File: config.mk
export PLATFORM = sky130hd
export DESIGN_NAME = tinyalu_array_flat
export DESIGN_NICKNAME = d
export VERILOG_FILES = /design/src/rtl/tinyalu_array_pkg.sv /design/src/rtl/tinyalu_array_if.sv /design/src/rtl/tinyalu_array_ch.sv /design/src/rtl/tinyalu_array.sv /design/src/flat_wrapper.sv
export SDC_FILE = /design/constraint.sdc
export NUM_CORES = 1
export LEC_CHECK = 0
export ABC_AREA = 1
export CAP_MARGIN = 20
export CORE_AREA = 2 2 122 213
export CTS_BUF_LIST = sky130_fd_sc_hd__clkbuf_8
export DETAILED_ROUTE_END_ITERATION = 7
export DIE_AREA = 0 0 124 215
export PLACE_DENSITY_LB_ADDON = 0.2
export REMOVE_ABC_BUFFERS = 1
export SKIP_CTS_REPAIR_TIMING = 1
export SLEW_MARGIN = 5
export SYNTH_ARGS = -nofsm -noshare
export SYNTH_HDL_FRONTEND = slang
export SYNTH_SLANG_ARGS = --single-unit
export TNS_END_PERCENT = 50
File: constraint.sdc
create_clock -name clk -period 3.91 [get_ports clk]
set_clock_uncertainty 0.15 [all_clocks]
set_input_delay 1.173 -clock clk [delete_from_list [all_inputs] [get_ports clk]]
set_output_delay 1.173 -clock clk [all_outputs]
set_load 0.05 [all_outputs]
File: src/rtl/tinyalu_array_pkg.sv
// Shared types and register map constants for the tinyalu_array channel array.
package tinyalu_array_pkg;

  typedef enum logic [2:0] {
    OpNop = 3'b000,
    OpAdd = 3'b001,
    OpAnd = 3'b010,
    OpXor = 3'b011,
    OpMul = 3'b100
  } op_e;

  typedef enum logic [0:0] {
    StIdle,
    StMulBusy
  } ch_state_e;

  // Per-channel register offsets within a channel's 4-word window.
  localparam logic [1:0] CTRL   = 2'd0;
  localparam logic [1:0] OPCNT  = 2'd1;
  localparam logic [1:0] ERRCNT = 2'd2;
  localparam logic [1:0] STATUS = 2'd3;

  localparam logic [15:0] CH_BASE   = 16'h0100;
  localparam int unsigned CH_STRIDE = 4;
  localparam logic [15:0] ID_ADDR   = 16'h0000;

  function automatic logic [15:0] sat_inc(input logic [15:0] v);
    return (v == 16'hFFFF) ? v : v + 16'd1;
  endfunction

endpackage

File: src/rtl/tinyalu_array_if.sv
// Register bus shared by all ALU channels: one strobe, read/write select, address and data.
interface tinyalu_array_if;
  logic        bus_valid;
  logic        bus_op;
  logic [15:0] bus_addr;
  logic [15:0] bus_wr_data;
  logic [15:0] bus_rd_data;

  modport master (
    output bus_valid, bus_op, bus_addr, bus_wr_data,
    input  bus_rd_data
  );

  modport slave (
    input  bus_valid, bus_op, bus_addr, bus_wr_data,
    output bus_rd_data
  );
endinterface

File: src/rtl/tinyalu_array_ch.sv
// One ALU channel: start/done handshake, multi-cycle multiply FSM, CTRL/STATUS bits and
// saturating completion and error counters.
module tinyalu_ch
  import tinyalu_array_pkg::*;
#(
  parameter int unsigned DATA_W  = 8,
  parameter int unsigned MUL_LAT = 3
) (
  input  logic                clk,
  input  logic                reset,
  input  logic [DATA_W-1:0]   a,
  input  logic [DATA_W-1:0]   b,
  input  logic [2:0]          op,
  input  logic                start,
  output logic                done,
  output logic [2*DATA_W-1:0] result,
  input  logic                ctrl_we,
  input  logic [1:0]          ctrl_wdata,
  input  logic                sticky_clr,
  output logic                en,
  output logic                irq_mask,
  output logic                busy,
  output logic                done_sticky,
  output logic [15:0]         opcnt,
  output logic [15:0]         errcnt
);

  localparam int unsigned CntW = $clog2(MUL_LAT);

  ch_state_e           state_q, state_d;
  logic [CntW-1:0]     cnt_q, cnt_d;
  logic [DATA_W-1:0]   a_q, a_d, b_q, b_d;
  logic [2*DATA_W-1:0] res_q, res_d, prod;
  logic                done_q, done_d;
  logic                err;
  logic [15:0]         opcnt_q, errcnt_q;
  logic                en_q, mask_q, sticky_q;

  assign prod = {{DATA_W{1'b0}}, a_q} * {{DATA_W{1'b0}}, b_q};

  always_comb begin
    state_d = state_q;
    cnt_d   = cnt_q;
    a_d     = a_q;
    b_d     = b_q;
    res_d   = res_q;
    done_d  = 1'b0;
    err     = 1'b0;
    unique case (state_q)
      StIdle: begin
        if (start && en_q) begin
          case (op_e'(op))
            OpAdd: begin
              res_d           = '0;
              res_d[DATA_W:0] = {1'b0, a} + {1'b0, b};
              done_d          = 1'b1;
            end
            OpAnd: begin
              res_d  = {{DATA_W{1'b0}}, a & b};
              done_d = 1'b1;
            end
            OpXor: begin
              res_d  = {{DATA_W{1'b0}}, a ^ b};
              done_d = 1'b1;
            end
            OpMul: begin
              a_d     = a;
              b_d     = b;
              cnt_d   = CntW'(MUL_LAT - 1);
              state_d = StMulBusy;
            end
            OpNop: ;
            default: err = 1'b1;
          endcase
        end
      end
      StMulBusy: begin
        // Done lands MUL_LAT cycles after the start cycle, when the count reaches zero.
        cnt_d = cnt_q - CntW'(1);
        if (start && en_q) err = 1'b1;
        if (cnt_d == '0) begin
          res_d   = prod;
          done_d  = 1'b1;
          state_d = StIdle;
        end
      end
      default: state_d = StIdle;
    endcase
  end

  always_ff @(posedge clk) begin
    if (reset) begin
      state_q  <= StIdle;
      cnt_q    <= '0;
      a_q      <= '0;
      b_q      <= '0;
      res_q    <= '0;
      done_q   <= 1'b0;
      opcnt_q  <= '0;
      errcnt_q <= '0;
      en_q     <= 1'b1;
      mask_q   <= 1'b0;
      sticky_q <= 1'b0;
    end else begin
      state_q <= state_d;
      cnt_q   <= cnt_d;
      a_q     <= a_d;
      b_q     <= b_d;
      res_q   <= res_d;
      done_q  <= done_d;
      if (done_d) opcnt_q <= sat_inc(opcnt_q);
      if (err) errcnt_q <= sat_inc(errcnt_q);
      if (ctrl_we) {mask_q, en_q} <= ctrl_wdata;
      // A completion in the same cycle as a clear keeps the sticky bit set.
      if (done_d) sticky_q <= 1'b1;
      else if (sticky_clr) sticky_q <= 1'b0;
    end
  end

  assign done        = done_q;
  assign result      = res_q;
  assign en          = en_q;
  assign irq_mask    = mask_q;
  assign busy        = (state_q == StMulBusy);
  assign done_sticky = sticky_q;
  assign opcnt       = opcnt_q;
  assign errcnt      = errcnt_q;

endmodule

File: src/rtl/tinyalu_array.sv
// NUM_CH independent ALU channels behind one register bus (decode and read mux live here).
// Define TINYALU_ARRAY_IRQ_EN to add the registered irq output.
module tinyalu_array
  import tinyalu_array_pkg::*;
#(
  parameter int unsigned NUM_CH  = 2,
  parameter int unsigned DATA_W  = 8,
  parameter int unsigned MUL_LAT = 3
) (
  input  logic                       clk,
  input  logic                       reset,
  input  logic [NUM_CH*DATA_W-1:0]   A,
  input  logic [NUM_CH*DATA_W-1:0]   B,
  input  logic [NUM_CH*3-1:0]        op,
  input  logic [NUM_CH-1:0]          start,
  output logic [NUM_CH-1:0]          done,
  output logic [NUM_CH*2*DATA_W-1:0] result,
`ifdef TINYALU_ARRAY_IRQ_EN
  output logic                       irq,
`endif
  tinyalu_array_if.slave             bus
);

  localparam logic [15:0] ChEnd = 16'(CH_BASE + NUM_CH * CH_STRIDE);

  logic        wr, rd, ch_hit;
  logic [5:0]  off;
  logic [3:0]  ch_sel;
  logic [1:0]  reg_sel;
  logic [15:0] rd_d, rd_q;
  logic        unused_wdata;

  logic [NUM_CH-1:0] ctrl_we, sticky_clr, en, irq_mask, busy, sticky;
  logic [15:0]       opcnt  [NUM_CH];
  logic [15:0]       errcnt [NUM_CH];

  assign wr      = bus.bus_valid && bus.bus_op;
  assign rd      = bus.bus_valid && !bus.bus_op;
  assign ch_hit  = (bus.bus_addr >= CH_BASE) && (bus.bus_addr < ChEnd);
  assign off     = bus.bus_addr[5:0] - CH_BASE[5:0];
  assign ch_sel  = off[5:2];
  assign reg_sel = off[1:0];
  assign unused_wdata = ^bus.bus_wr_data[15:2];

  for (genvar c = 0; c < NUM_CH; c++) begin : g_ch
    assign ctrl_we[c]    = wr && ch_hit && (ch_sel == 4'(c)) && (reg_sel == CTRL);
    assign sticky_clr[c] = wr && ch_hit && (ch_sel == 4'(c)) && (reg_sel == STATUS)
                           && bus.bus_wr_data[1];

    tinyalu_ch #(
      .DATA_W  (DATA_W),
      .MUL_LAT (MUL_LAT)
    ) u_ch (
      .clk         (clk),
      .reset       (reset),
      .a           (A[c*DATA_W +: DATA_W]),
      .b           (B[c*DATA_W +: DATA_W]),
      .op          (op[c*3 +: 3]),
      .start       (start[c]),
      .done        (done[c]),
      .result      (result[c*2*DATA_W +: 2*DATA_W]),
      .ctrl_we     (ctrl_we[c]),
      .ctrl_wdata  (bus.bus_wr_data[1:0]),
      .sticky_clr  (sticky_clr[c]),
      .en          (en[c]),
      .irq_mask    (irq_mask[c]),
      .busy        (busy[c]),
      .done_sticky (sticky[c]),
      .opcnt       (opcnt[c]),
      .errcnt      (errcnt[c])
    );
  end

  always_comb begin
    rd_d = '0;
    if (bus.bus_addr == ID_ADDR) begin
      rd_d = {8'(NUM_CH), 8'(DATA_W)};
    end else if (ch_hit) begin
      for (int c = 0; c < NUM_CH; c++) begin
        if (ch_sel == 4'(c)) begin
          unique case (reg_sel)
            CTRL:    rd_d = {14'b0, irq_mask[c], en[c]};
            OPCNT:   rd_d = opcnt[c];
            ERRCNT:  rd_d = errcnt[c];
            STATUS:  rd_d = {14'b0, sticky[c], busy[c]};
            default: rd_d = '0;
          endcase
        end
      end
    end
  end

  // Read data is captured at the access edge, so a coincident counter bump is not visible.
  always_ff @(posedge clk) begin
    if (reset) rd_q <= '0;
    else if (rd) rd_q <= rd_d;
  end

  assign bus.bus_rd_data = rd_q;

`ifdef TINYALU_ARRAY_IRQ_EN
  logic irq_q;

  always_ff @(posedge clk) begin
    if (reset) irq_q <= 1'b0;
    else irq_q <= |(sticky & irq_mask);
  end

  assign irq = irq_q;
`endif

endmodule

File: src/flat_wrapper.sv
// flat-port wrapper written by rule: the top's interface ports become plain ports
module tinyalu_array_flat import tinyalu_array_pkg::*;
#(
  parameter int unsigned NUM_CH  = 2,
  parameter int unsigned DATA_W  = 8,
  parameter int unsigned MUL_LAT = 3
)
  (clk, reset, A, B, op, start, done, result, bus_bus_valid, bus_bus_op, bus_bus_addr, bus_bus_wr_data, bus_bus_rd_data);
  tinyalu_array_if bus_i ();
  input  logic clk;
  input  logic reset;
  input  logic [NUM_CH*DATA_W-1:0] A;
  input  logic [NUM_CH*DATA_W-1:0] B;
  input  logic [NUM_CH*3-1:0] op;
  input  logic [NUM_CH-1:0] start;
  output logic [NUM_CH-1:0] done;
  output logic [NUM_CH*2*DATA_W-1:0] result;
  input wire logic [$bits(bus_i.bus_valid)-1:0] bus_bus_valid;
  input wire logic [$bits(bus_i.bus_op)-1:0] bus_bus_op;
  input wire logic [$bits(bus_i.bus_addr)-1:0] bus_bus_addr;
  input wire logic [$bits(bus_i.bus_wr_data)-1:0] bus_bus_wr_data;
  output wire logic [$bits(bus_i.bus_rd_data)-1:0] bus_bus_rd_data;
  assign bus_i.bus_valid = bus_bus_valid;
  assign bus_i.bus_op = bus_bus_op;
  assign bus_i.bus_addr = bus_bus_addr;
  assign bus_i.bus_wr_data = bus_bus_wr_data;
  assign bus_bus_rd_data = bus_i.bus_rd_data;
  tinyalu_array #(.NUM_CH(NUM_CH), .DATA_W(DATA_W), .MUL_LAT(MUL_LAT)) u_core (.clk(clk), .reset(reset), .A(A), .B(B), .op(op), .start(start), .done(done), .result(result), .bus(bus_i));
endmodule
==> flow_metrics.env <==
export IMPL_hold_viol_final=0
export IMPL_setup_viol=2
export IMPL_status="finished with violations"
export IMPL_clock_root_buffer="clkbuf_8"
export IMPL_r2r_end="u_core.g_ch[0].u_ch.result[14]"
export IMPL_fp_dieH_um=215
export IMPL_wirelength_um=38200
export IMPL_utilization=0.649
export IMPL_drv_cap=0
export IMPL_reg2reg_depth=18
export IMPL_place_area_um2=15200
export IMPL_place_gp_congestion=1.01
export IMPL_power_internal_w=0.00248
export IMPL_cts_sinks=158
export IMPL_overflow=0
export IMPL_tightest_slew_ns=0.641
export IMPL_avgSynthCellArea_um2=6.50
export IMPL_fillers=2291
export IMPL_rsz0062_at_grt="yes"
export IMPL_tns_ns=-0.0459
export IMPL_async_reset_ff_frac=0
export IMPL_max_freq_mhz=253
export IMPL_cts_tree="built"
export IMPL_ios=126
export IMPL_crit_path_end_kind="register"
export IMPL_synth_flop_cell="dfxtp_1"
export IMPL_track_usage=0.293
export IMPL_drive_above_1_share=0.129
export IMPL_violations="setup timing"
export IMPL_drt_pass1_iter_count=7
export IMPL_p_switching_w=0.00109
export IMPL_synth_edf_count=0
export IMPL_ys_seq_elements=158
export IMPL_n_antenna_cell=0
export IMPL_syn_to_final_growth_pct=20.5
export IMPL_core_um2=25000
export IMPL_antenna_found_initial=0
export IMPL_p_total_w=0.00358
export IMPL_pwr_share_comb=0.173
export IMPL_grt_pass1_vias=13189
export IMPL_antenna_left=0
export IMPL_hpwl_um=30100
export IMPL_yosysWarnings=0
export IMPL_wire_per_inst_um=15.1
export IMPL_io_buffers=111
export IMPL_cts_made_buffers=17
export IMPL_power_density_nw_per_um2=220
export IMPL_cp_required_ns=4.17
export IMPL_drc=0
export IMPL_min_period_over_period=1.01
export IMPL_worst_slack_ns=-0.0438
export IMPL_clock_latency_ns=0.52
export IMPL_cp_max_fo=5
export IMPL_whs_endpoint="u_core.g_ch[0].u_ch.result[9]"
export IMPL_startpoint_type="register"
export IMPL_syn_instance_count=2074
export IMPL_critPathKind="register to register"
export IMPL_hold_path_cell_count=2
export IMPL_seqPwrFrac=0.471
export IMPL_p_leak_nw=8.12
export IMPL_finish_instance_area_um2=16200
export IMPL_vdd_drop_max_uv=228
export IMPL_dp_slack_ns=-0.302
export IMPL_htree_num_levels=4
export IMPL_hp_class="register to register"
export IMPL_synth_seq_area_share=0.235
export IMPL_rrSetupSlack_ns=-0.04
export IMPL_die_x_um=124
export IMPL_r2r_start="u_core.g_ch[0].u_ch.a_q[3]"
export IMPL_yosysUniqueCellTypes=41
export IMPL_grt_pass1_wl_um=61800
export IMPL_cts_buffer_depth=2
export IMPL_grt_max_degree=49
export IMPL_drtIter0Drc=616
export IMPL_hp_start="u_core.g_ch[0].u_ch.result[9]"
export IMPL_netlist_area_um2=13500
export IMPL_num_rows=77
export IMPL_arrival_ns=4.22
export IMPL_vias=13511
export IMPL_initial_core_util=0.538
export IMPL_slew_headroom=0.571
export IMPL_viasPerCell=5.32
export IMPL_final_nets=2456
export IMPL_cp_slowest_cell="fa_1"
export IMPL_maxSlewViolCount=0
export IMPL_max_stage_delay_ns=0.57
export IMPL_pwr_share_clk=0.356
export IMPL_die_area_um2=26700
export IMPL_p_sw_frac=0.306
export IMPL_min_period_ns=3.95
export IMPL_path_cells="nand2_1 -> inv_1 -> fa_1 -> fa_1 -> fa_1 -> inv_1 -> fa_1 -> inv_2 -> ha_4 -> nand2_4 -> nor3_4 -> nand2_2 -> nand2_4 -> nand2_2 -> nand2_1 -> nand2_1 -> nand3_2 -> nand2_1"
export IMPL_clkTransAtPathRegs_ns=0.08
==> cell families after synthesis <==
group / share of synthesized area
AO/OA/AOI/OAI: 0.115
buffers and inverters: 0.136
XOR/XNOR: 0.0299
AND/OR/NAND/NOR: 0.288
flip-flops: 0.235
adder cells (fa/ha/maj): 0.197
==> state kept, by name (all words and copies together) (netlist names) <==
signal and count:
u_core.bus.bus_rd_data 16, u_core.g_ch.u_ch.done_sticky 2, u_core.g_ch.u_ch.busy 2, u_core.g_ch.u_ch.en 2, u_core.g_ch.u_ch.done 2, u_core.g_ch.u_ch.a_q 16, u_core.g_ch.u_ch.cnt_q 4, u_core.g_ch.u_ch.opcnt 32
u_core.g_ch.u_ch.errcnt 32, u_core.g_ch.u_ch.b_q 16, u_core.g_ch.u_ch.result 32, u_core.g_ch.u_ch.irq_mask 2
==> how the worst max path moves through the flow <==
stage / from / to / cells past startpoint
after floorplan: u_core.g_ch[0].u_ch.b_q[7] / u_core.g_ch[0].u_ch.result[14] / 17
after global placement: u_core.g_ch[1].u_ch.a_q[1] / u_core.g_ch[1].u_ch.result[8] / 17
after detailed placement: u_core.g_ch[0].u_ch.b_q[6] / u_core.g_ch[0].u_ch.result[14] / 17
after CTS: u_core.g_ch[0].u_ch.b_q[6] / u_core.g_ch[0].u_ch.result[14] / 17
after global routing: u_core.g_ch[0].u_ch.a_q[3] / u_core.g_ch[0].u_ch.result[14] / 18
final: u_core.g_ch[0].u_ch.a_q[3] / u_core.g_ch[0].u_ch.result[14] / 18
==> area by class of cell <==
cell class	instances	area (µm²)	share of cell area
Multi-Input combinational cell	1449	8990	0.553
Timing Repair Buffer	199	1790	0.110
Sequential cell	158	3230	0.199
Clock inverter	10	116	0.00716
Clock buffer	20	275	0.0169
Tap cell	316	395	0.0243
Inverter	387	1450	0.0894
==> worst max-delay path: cells and delay by family (launching register included) <==
kind                     cells  cell delay (ns)
adder cells (fa/ha/maj)      5             2.36
AND/OR/NAND/NOR             10             0.83
flip-flops                   1             0.37
buffers and inverters        3             0.16
==> per-stage QoR <==
stage	std cells	hold slack, ns
6_report	2539	0.306
5_1_grt	2539	0.324
4_1_cts	2530	0.309
3_5_place_dp	2500	0.294
3_3_place_gp	2500	0.289
2_1_floorplan	1994	0.289
==> synthesized netlist by cell type (2+ instances only) <==
library cell  number  share of area
nor2_1           174          0.048
clkbuf_1          59          0.016
xor2_1            45          0.029
a21oi_1          126          0.047
a21oi_2            6         0.0039
ha_1              94          0.087
buf_2             11         0.0041
o22ai_1           26          0.012
nand2_2            9         0.0042
nand4_1           20         0.0093
nor3_2             3         0.0022
nand2_1          585           0.16
or2_1              2        0.00093
or2_2              4         0.0019
o21a_1             3         0.0017
buf_6              3         0.0025
a31oi_1            6         0.0028
fa_1              74           0.11
nor2_2             5         0.0023
o21bai_1           2         0.0011
nor3_1            32          0.012
buf_4              6         0.0033
nand3_1          111          0.041
inv_1            378           0.11
clkinv_1           5         0.0014
o211ai_1           6         0.0033
dfxtp_1          158           0.23
a22o_1             2         0.0013
o21ai_0          104          0.039
inv_2              4         0.0011
==> metal layers <==
metal / up-vias / share of wire / track usage
met4: 0 / 0.072 / 0.204
met5: - / 0 / 0
li1: 6711 / - / -
met1: 6265 / 0.35 / 0.289
met3: 166 / 0.037 / 0.0486
met2: 369 / 0.54 / 0.536
==> power by group through the flow <==
stage | registers, W | logic (W) | clock network (W)
6_report | 0.00168 | 0.000620 | 0.00127
5_1_grt | 0.00169 | 0.000682 | 0.00136
4_1_cts | 0.00169 | 0.000603 | 0.00130
3_5_place_dp | 0.00173 | 0.000600 | 0
3_3_place_gp | 0.00173 | 0.000594 | 0
2_1_floorplan | 0.00178 | 0.000277 | 0
==> placed cells by master, fill, tap and decap left out, types with 81 or more instances in the layout <==
master	count
nand2_1	548
inv_1	362
nor2_1	165
dfxtp_1	135
a21oi_1	118
clkdlybuf4s50_1	110
o21ai_0	99
nand3_1	95
buf_4	82
ha_1	81
Power figures use the tool's default switching activity.
==> RTL change (config.mk and constraints unchanged) <==
Put a register stage on the output `result`, with the module's reset. The value now appears one clock later. The other outputs are not delayed to match.
--- a/src/rtl/tinyalu_array.sv
+++ b/src/rtl/tinyalu_array.sv
@@ -24,2 +24,4 @@
   localparam logic [15:0] ChEnd = 16'(CH_BASE + NUM_CH * CH_STRIDE);
+
+  logic [NUM_CH*2*DATA_W-1:0] result_d;
 
@@ -60,3 +62,3 @@
       .done        (done[c]),
-      .result      (result[c*2*DATA_W +: 2*DATA_W]),
+      .result      (result_d[c*2*DATA_W +: 2*DATA_W]),
       .ctrl_we     (ctrl_we[c]),
@@ -111,2 +113,10 @@
 
+  always_ff @(posedge clk) begin
+    if (reset) begin
+      result <= '0;
+    end else begin
+      result <= result_d;
+    end
+  end
+
 endmodule
Formal check against the unedited RTL: not equivalent (Yosys sat finds a counterexample within 4 cycles, from zero or initial values and one cycle with reset high).
==> RTL change against the original RTL <==
- final area up 6.0%
- setup slack worse by 0.0020 ns
- the flow still finishes with violations (negative setup slack)
- count of clock-buffer cells in the layout shrank 3
- via count rose by 2.5%
- global-route usage rose by 0.93 points
- synthesized cell count increased by 2.0%
- critical path depth increased by 2
- worst hold slack worse by 0.034 ns
- routed wire length grew 4.8%
- sequential cell count is 32 higher
- power is 8.2% higher
- sequential power grew 20%
- synthesized area increased by 5.2%
==> RTL change: results (changes against the original RTL) <==
| Metric | Value |
|---|---|
| Share of layout cells above drive strength 1 | 14.3% (+1.5 points) |
| Non-clk bufs | 221 (+11%) |
| Leak Pwr | 0.00853 µW (+5.0%) |
| Seq Cell Count | 190 (+20%) |
| Drt initial violations | 821 (+33%) |
| Cell Count, Final, Fillers Out | 2,605 (+2.6%) |
| Post-synth cell types | 46 (+12%) |
| Worst path max stage delay | 0.54 ns (-0.03 ns) |
| Setup ws final | -0.0459 ns (-0.00205 ns) |
| Routed length per instance | 15.4 µm (+2.1%) |
| Setup WS pre-CTS | -0.382 ns (-0.0804 ns) |
| Vias in the first global route | 13,500 (+2.5%) |
| Endpoints failing setup | 3 (+1) |
| Worst-Margin Slew | 0.717 ns (+0.0766 ns) |
| Multi-input gate count | 1,432 (-1.2%) |
| Run status | finished, violations left |
| Gp weighted congestion | 1.04 (+2.7%) |
| First-pass GRT wire length | 63,200 µm (+2.3%) |
| Failing checks | negative setup slack |
| Drt first pass iters | 6 (-1) |
| Most common library cells after synthesis | nand2_1 (544), inv_1 (404), nor2_1 (217) |
| Fillers | 2,138 (-6.7%) |
| Fin area | 0.0172 mm² (+6.0%) |
| Seq. cell area | 0.00388 mm² (+20%) |
| Largest net degree at the start of global routing | 96 (+96%) |
| Crit path max fanout | 4 (-1) |
| Post-DP HPWL | 30,200 µm (+0.20%) |
| Critical Path AT | 4.23 ns (about the same) |
| Register clock-pin slew on the reported worst setup and hold paths | 0.11 ns (+0.03 ns) |
[RTL change: changes by cell type in the layout (fill, tap and decap cells not counted), moves of 10 or more]
| cell | before | now |
|---|---|---|
| o21ai_0 | 99 | 83 |
| dfxtp_1 | 135 | 166 |
| nand3_1 | 95 | 107 |
| nand2_1 | 548 | 509 |
| inv_1 | 362 | 378 |
| inv_2 | 23 | 33 |
| nor2_1 | 165 | 208 |
| buf_4 | 82 | 95 |
| a21oi_1 | 118 | 96 |
[RTL change: power breakdown]
part | internal [µW] | switching [µW] | leakage [µW] | total [µW]
registers | 1970 | 38.3 | 0.00156 | 2010
clock network | 458 | 802 | 0.000176 | 1260
logic | 231 | 369 | 0.00679 | 600
total | 2660 | 1210 | 0.00853 | 3870
[RTL change: worst paths after layout]
| path | slack (ns) | end | depth (start not counted) | from |
|---|---|---|---|---|
| setup reg to reg | -0.05 | u_core.g_ch[1].u_ch.result[14] | 20 | u_core.g_ch[1].u_ch.b_q[4] |
| setup / recovery | -0.05 | u_core.g_ch[1].u_ch.result[14] | 20 | u_core.g_ch[1].u_ch.b_q[4] |
| hold / removal | 0.27 | u_core.result[23] | 2 | u_core.g_ch[1].u_ch.result[7] |
| hold reg to reg | 0.27 | u_core.result[23] | 2 | u_core.g_ch[1].u_ch.result[7] |
[RTL change: layer usage]
layer	GRT usage (%)	vias up	share of wire, %
met5	0	-	0
met4	21.8	0	7.9
met3	6.16	178	4.6
met2	53.0	401	52
met1	30.9	6446	35
li1	-	6823	-
[RTL change: kinds of logic after synthesis]
| group | synth area share, % |
|---|---|
| and+or+nand+nor | 27.7 |
| DFF | 26.8 |
| buffers and inverters | 13.5 |
| AOI/OAI and AO/OA | 10.3 |
| xor gates and xnor gates | 2.90 |
| adders and majority gates | 18.7 |
